### config.mk
export PLATFORM = sky130hd
export DESIGN_NAME = nand_gate
export DESIGN_NICKNAME = d
export VERILOG_FILES = /design/src/rtl/ternary_pkg.sv /design/src/rtl/tnand_cell.sv /design/src/rtl/nand_gate.sv
export SDC_FILE = /design/constraint.sdc
export NUM_CORES = 1
export LEC_CHECK = 0
export BUFFER_PORTS_ARGS = -buffer_cell sky130_fd_sc_hd__buf_2
export CORE_AREA = 2 2 39 41
export DETAILED_ROUTE_END_ITERATION = 6
export DIE_AREA = 0 0 41 43
export HOLD_SLACK_MARGIN = 0.12
export SYNTH_ARGS = -nofsm -noshare
export SYNTH_HDL_FRONTEND = slang
export SYNTH_SLANG_ARGS = --single-unit
export TNS_END_PERCENT = 20
### constraint.sdc
create_clock -name clk -period 0.8 [get_ports clk]
set_input_delay 0.08 -clock clk [delete_from_list [all_inputs] [get_ports clk]]
set_output_delay 0.08 -clock clk [all_outputs]
set_load 0.02 [all_outputs]
### src/rtl/ternary_pkg.sv
// Shared trit encoding and helpers for the unsigned ternary logic library.
// 00=0, 01=1, 10=2, 11=invalid (X).
package ternary_pkg;

  typedef logic [1:0] trit_t;

  localparam trit_t TRIT_0 = 2'b00;
  localparam trit_t TRIT_1 = 2'b01;
  localparam trit_t TRIT_2 = 2'b10;
  localparam trit_t TRIT_X = 2'b11;

  // X dominates so that an invalid operand poisons the lane result.
  function automatic trit_t trit_min(input trit_t x, input trit_t y);
    trit_t r;
    if ((x == TRIT_X) || (y == TRIT_X)) begin
      r = TRIT_X;
    end else if (x < y) begin
      r = x;
    end else begin
      r = y;
    end
    return r;
  endfunction

  function automatic trit_t trit_inv(input trit_t x);
    trit_t r;
    case (x)
      TRIT_0:  r = TRIT_2;
      TRIT_1:  r = TRIT_1;
      TRIT_2:  r = TRIT_0;
      default: r = TRIT_X;
    endcase
    return r;
  endfunction

endpackage

### src/rtl/tnand_cell.sv
// Single-trit combinational ternary NAND: y = 2 - min(a,b), X in gives X out.
module tnand_cell
  import ternary_pkg::*;
(
  input  trit_t a,
  input  trit_t b,
  output trit_t y
);

  assign y = trit_inv(trit_min(a, b));

endmodule

### src/rtl/nand_gate.sv
// Registered multi-lane ternary NAND with one cycle of latency.
// Optional error flag and saturating error counter under macro TNAND_ERR_EN.
module nand_gate
  import ternary_pkg::*;
#(
  parameter int N_TRITS = 1
) (
  input  logic                 clk,
  input  logic                 rst_n,
  input  logic                 in_valid,
  input  logic [2*N_TRITS-1:0] a,
  input  logic [2*N_TRITS-1:0] b,
`ifdef TNAND_ERR_EN
  output logic                 err,
  output logic [15:0]          err_cnt,
`endif
  output logic                 out_valid,
  output logic [2*N_TRITS-1:0] c
);

  logic [2*N_TRITS-1:0] c_comb;
  logic [2*N_TRITS-1:0] c_d, c_q;
  logic                 out_valid_d, out_valid_q;

  for (genvar i = 0; i < N_TRITS; i++) begin : g_lane
    tnand_cell u_cell (
      .a (a[2*i +: 2]),
      .b (b[2*i +: 2]),
      .y (c_comb[2*i +: 2])
    );
  end

  // Result register only loads on accepted beats; otherwise the last result is held.
  always_comb begin
    c_d         = c_q;
    out_valid_d = in_valid;
    if (in_valid) begin
      c_d = c_comb;
    end
  end

  always_ff @(posedge clk or negedge rst_n) begin
    if (!rst_n) begin
      c_q         <= '0;
      out_valid_q <= 1'b0;
    end else begin
      c_q         <= c_d;
      out_valid_q <= out_valid_d;
    end
  end

  assign c         = c_q;
  assign out_valid = out_valid_q;

`ifdef TNAND_ERR_EN
  logic        any_x;
  logic        err_d, err_q;
  logic [15:0] err_cnt_d, err_cnt_q;

  always_comb begin
    any_x = 1'b0;
    for (int i = 0; i < N_TRITS; i++) begin
      if ((a[2*i +: 2] == TRIT_X) || (b[2*i +: 2] == TRIT_X)) begin
        any_x = 1'b1;
      end
    end
  end

  always_comb begin
    err_d     = in_valid && any_x;
    err_cnt_d = err_cnt_q;
    if (err_d && (err_cnt_q != 16'hFFFF)) begin
      err_cnt_d = err_cnt_q + 16'd1;
    end
  end

  always_ff @(posedge clk or negedge rst_n) begin
    if (!rst_n) begin
      err_q     <= 1'b0;
      err_cnt_q <= '0;
    end else begin
      err_q     <= err_d;
      err_cnt_q <= err_cnt_d;
    end
  end

  assign err     = err_q;
  assign err_cnt = err_cnt_q;
`endif

endmodule

==> results of run 1 <==
[metrics by stage]
step / setup slack, ns / util, % / setup TNS [ns]
4_1_cts: -0.120 / 25.5 / -0.248
3_5_place_dp: -0.439 / 21.7 / -0.759
3_3_place_gp: -0.440 / 21.7 / -0.763
6_report: -0.145 / 27.2 / -0.238
5_1_grt: -0.170 / 27.2 / -0.412
2_1_floorplan: -0.210 / - / -0.296
[power by group through the flow]
stage / Combinational (mW) / Clock, mW / Sequential, mW
6_report: 0.163 / 0.263 / 0.174
5_1_grt: 0.181 / 0.298 / 0.176
2_1_floorplan: 0.0440 / 0 / 0.195
3_3_place_gp: 0.132 / 0 / 0.176
3_5_place_dp: 0.132 / 0 / 0.176
4_1_cts: 0.143 / 0.280 / 0.174
[flip-flops by register name, indices dropped and copies added (netlist names)]
signal,cells
c,2
out_valid,1
[per-layer routing]
layer | part of all wire (%) | GRT usage [%] | vias to the layer above | wire length [um]
met5 | 0 | 0 | - | 0
met3 | 18 | 8.38 | 0 | 81
li1 | - | - | 100 | -
met4 | 0 | 4.00 | 0 | 0
met1 | 43 | 8.65 | 80 | 192
met2 | 39 | 6.88 | 12 | 174
[final cells by class]
type,instances,area [um2]
tap,16,20.0
sequential,3,75.1
multi-input combinational,12,115
clock buffer,4,26.3
inverter,1,16.3
timing repair buffer,16,124
fill,153,1010
[cells in the final DEF (no fill, tap or decap)]
cell	instances
inv_12	1
dlygate4sd3_1	2
buf_4	5
clkbuf_1	1
dfrtp_1	3
nor2_1	2
or2_4	1
clkbuf_4	3
ha_1	1
o2111ai_1	1
o21ba_4	1
buf_6	1
a21boi_1	1
ha_4	1
nand3b_1	1
buf_12	1
o221a_1	1
nand2_1	1
buf_2	7
a31oi_1	1
[worst paths after layout]
| path | start | end |
|---|---|---|
| worst min register to register | c[1] | c[1] |
| min in group clk | in_valid | c[0] |
| max in group asynchronous | rst_n | c[0] |
| worst max register to register | c[1] | c[1] |
| worst min-delay path | rst_n | c[1] |
| worst max-delay path | b[1] | c[1] |
[cells by family after synthesis]
group | after synthesis
adders and majority gates | 2
DFF | 3
buffers and inverters | 1
and+or+nand+nor | 5
AOI/OAI and AO/OA | 5
[timing repair]
action / in CTS / in global routing
endpoints found under the hold margin: 4 / 0
gates resized for setup: 2 / 7
pin swaps: 0 / 4
endpoints found under the setup margin: 5 / 5
hold buffers: 2 / 0
==> results.ini, run 1 <==
[logic_synthesis]
synthTopCellsByCount=dfrtp_1, ha_1, nor2_1
async_flop_share_pct=100
synth.distinct_cells=12
synth.most_common_cell=dfrtp_1
synth.top_cell.area_share_pct=43.5
yosysWarnings=0
yosys.area.top_type=dfrtp_1
synthXorXnorAreaFrac_pct=0
ys.flop_type=dfrtp_1
synth_nets=25
synth_edf_count=0
ys_top_cells_by_area=dfrtp_1, ha_1, o221a_1, o21ba_1, o2111ai_1
ys_seq_elements=3
syn_avg_cell_area_um2=10.8
synth.mux.area_fraction_pct=0
synthAdderAreaFrac_pct=14.5
synth_compound_area_share_pct=25.4
syn_area_um2=173
synthCells=16
ys_seq_area_share_pct=43.5
synth_top_family_by_area=compound AO/OA/AOI/OAI gates
synth-simple-area-share_pct=14.5

[timing]
hold_slack_ns=0.169
relSlewSlack_pct=83.5
fin_worst_skew_ns=0
fmaxAchievable_mhz=1060
setup_ws_ns=-0.145
drv_slew=0
setup_viol=5
period_minus_slack_ns=0.945
worst_pin_slew_ns=0.246
period_share_pct=118
grt_setup_unrepaired=true
hold_violations=0

[cts]
post_cts_buffers=0
clkSlewWorstSetupHoldPaths_ns=0.04
clk_latency_ns=0.23
cts_max_path_buffers=2
cts_tree=built
cts_buffers=3
root_buffer=clkbuf_4
h-tree-depth=1
cts.sinks=3

[setup_path]
crit_required_ns=0.92
rr_worst_depth=1
path_delay_family=compound AO/OA/AOI/OAI gates
worst_path_max_delay_cell=or2_4
path_cells=buf_12 > inv_12 > ha_4 > o21ba_4 > or2_4 > o221a_1
critical-path-max-stage-delay_ns=0.24
endpoint_kind=flop
crit_cells=6
crit_fanout=2
cp.arrival_ns=1.06
critPathLaunchType=primary input
worst-setup-path-type=primary input to flop
crit_buf_inv=2
r2r_setup_slack_ns=0.09

[detailed_routing]
firstDrtPassIters=2
drc=0
routed_wl_um=448
vias_per_cell=3.69
dr.first_iter.drc_count=1
wl_per_cell_um=8.62
drtAntennaViolNets=0
via_count=192

[power_and_ir_drop]
switching_share_pct=25.6
p_total_mw=0.600
peakVddDrop_mv=0.463
intPower_mw=0.447
seq_power_share_pct=28.9
power.density_mw_per_mm2=1590
power_frac_comb_pct=27.2
clockPowerShare_pct=43.9
power.switching_mw=0.154
leakage_nw=0.168

[status]
violations=setup timing
outcome=finished with violations

[floorplan]
die_w_um=41
dieArea_mm2=0.00176
initial_utilization_pct=12.5
core-area_mm2=0.00138
ios=10
die_h_um=43
rows=14

[cells_and_area]
antenna_cells=0
fin_area_um2=377
syn2layout_area_growth_pct=118
finalNonFillerCells=52
fin_nets=46
post_route_cells_drive_above_1_share_pct=58.3

[grt]
grt_pass1_wl_um=759
grt_overflow=0
antenna_found_initial=0
grt_use_total_pct=7.12
grt_pass1_vias=186
grt_max_degree=4

[run]
drv_cap=0

[place]
place_area_um2=300
post-place-cells=46
dp_hpwl_um=354
finalWeightedCongestion=0.659
portBuffers=9

[min_path]
hold_class=primary input to asynchronous set/reset pin

No activity file was read; power rests on OpenSTA's default activity.
==> run 2, diff against run 1 <==
PLACE_DENSITY_LB_ADDON = 0.1   (was default)
clock period = 1 ns   (was 0.8 ns; I/O delays follow)
==> results.ini, run 2 (synthesized netlist as in run 1, its figures left out) <==
[status]
outcome=finished, final reports clean

[timing]
hold_violations=0  ; unchanged
period_minus_slack_ns=0.972
fin_worst_skew_ns=0  ; unchanged
fmaxAchievable_mhz=1030
setup_viol=0  ; -5
drv_slew=0  ; unchanged
hold_slack_ns=0.188  ; +0.0195 ns
setup_ws_ns=0.0278  ; +0.173 ns
worst_pin_slew_ns=0.215  ; -0.0318 ns
relSlewSlack_pct=85.7  ; +2.1 points
setup-tns-final_ns=0  ; +0.238 ns
period_share_pct=97.2
grt_setup_unrepaired=true

[run]
drv_cap=0  ; unchanged

[power_and_ir_drop]
peakVddDrop_mv=0.193  ; -58%
seq_power_share_pct=29.6  ; +0.7 points
power_frac_comb_pct=26.2  ; -1.0 points
leakage_nw=0.158  ; -6.2%
p_total_mw=0.472  ; -21%
intPower_mw=0.350  ; -22%
power.switching_mw=0.122  ; -21%
clockPowerShare_pct=44.2  ; +0.3 points
power.density_mw_per_mm2=1310  ; -18%
switching_share_pct=25.8  ; +0.25 points

[grt]
grt_pass1_wl_um=807  ; +6.3%
grt_use_total_pct=7.01  ; -0.11 points
grt_pass1_vias=231  ; +24%
grt_max_degree=5  ; +1
antenna_found_initial=0  ; unchanged
grt_overflow=0  ; unchanged

[cts]
cts_buffers=3  ; unchanged
cts_tree=built
clkSlewWorstSetupHoldPaths_ns=0.04  ; about the same
cts.sinks=3  ; unchanged
cts_max_path_buffers=2  ; unchanged
h-tree-depth=1  ; unchanged
clk_latency_ns=0.23  ; about the same
root_buffer=clkbuf_4
post_cts_buffers=0  ; unchanged

[setup_path]
rr_worst_depth=1  ; unchanged
cp.arrival_ns=1.09  ; +0.03 ns
crit_fanout=2  ; unchanged
worst-setup-path-type=primary input to flop
critical-path-max-stage-delay_ns=0.24  ; about the same
path_cells=buf_12 > inv_12 > ha_4 > o21ba_4 > or2_1 > o221a_1
endpoint_kind=flop
worst_path_max_delay_cell=or2_1
crit_required_ns=1.11  ; +0.19 ns
critPathLaunchType=primary input

[cells_and_area]
nFillCells=165  ; +7.8%
final_cell_mix=buf_2, dfrtp_1, clkbuf_4, buf_4
post_route_cells_drive_above_1_share_pct=52.9  ; -5.4 points
finalNonFillerCells=50  ; -3.8%
antenna_cells=0  ; unchanged
register_area_um2=75.1  ; unchanged
largest_register_ffs=2  ; unchanged
fin_area_um2=359  ; -4.7%
fin_nets=44  ; -4.3%
multi_input_area_um2=113  ; -2.2%
final_common_cell=buf_2
utilization_pct=25.9  ; -1.3 points
syn2layout_area_growth_pct=108

[floorplan]
rows=14  ; unchanged
initial_utilization_pct=12.5  ; unchanged
core-area_mm2=0.00138  ; unchanged
ios=10  ; unchanged
die_w_um=41  ; unchanged
dieArea_mm2=0.00176  ; unchanged
die_h_um=43  ; unchanged

[detailed_routing]
wl_per_cell_um=9.68  ; +12%
drc=0  ; unchanged
vias_per_cell=3.78  ; +2.4%
firstDrtPassIters=1  ; -1
routed_wl_um=484  ; +8.0%
drtAntennaViolNets=0  ; unchanged
dr.first_iter.drc_count=0  ; -1
via_count=189  ; -1.6%

[place]
place_area_um2=285  ; -5.0%
post-place-cells=44  ; -4.3%
dp_slack_ns=-0.267  ; +0.172 ns
dp_hpwl_um=370  ; +4.6%
portBuffers=9  ; unchanged
finalWeightedCongestion=0.661  ; +0.33%

[min_path]
hold_class=primary input to asynchronous set/reset pin

==> run 2: power by group through the flow <==
stage / registers [mW] / clock network [mW] / logic (mW)
after global placement: 0.141 / 0 / 0.102
after global routing: 0.142 / 0.220 / 0.136
after detailed placement: 0.142 / 0 / 0.102
after CTS: 0.140 / 0.217 / 0.110
final: 0.140 / 0.208 / 0.124
after floorplan: 0.156 / 0 / 0.0352
==> run 2: layout make-up <==
type                            instances  area share (%)
Clock buffer                            4            7.32
Sequential cell                         3            20.9
Multi-Input combinational cell         12            31.4
Tap cell                               16            5.57
Inverter                                1            4.53
Timing Repair Buffer                   14            30.3
==> run 2: critical path: cells and delay by family <==
| family | cells | cell delay (ns) |
|---|---|---|
| compound gates | 2 | 0.42 |
| fa+ha+maj | 1 | 0.18 |
| simple gates | 1 | 0.24 |
| buf+inv | 2 | 0.15 |
==> run 2: what timing repair did <==
item                       4_1_cts  5_1_grt
hold endpoints to repair         4        0
pin swaps                        0        4
gates resized for setup          1        6
hold buffers                     2        0
setup endpoints to repair        1        1
==> run 2: routing by layer <==
metal | GRT usage (%) | vias up | wire length [um]
li1 | - | 94 | -
met1 | 5.43 | 91 | 156
met2 | 12.8 | 4 | 305
met3 | 0 | 0 | 22
met4 | 8.00 | 0 | 0
met5 | 0 | - | 0
==> run 2: worst paths after layout <==
check	end	slack [ns]	start
max	c[1]	0.03	b[1]
min	c[1]	0.19	rst_n
max reg2reg	c[1]	0.27	c[1]
min reg2reg	c[1]	0.56	c[1]
max in group asynchronous	c[0]	0.70	rst_n
min in group clk	c[0]	0.19	in_valid
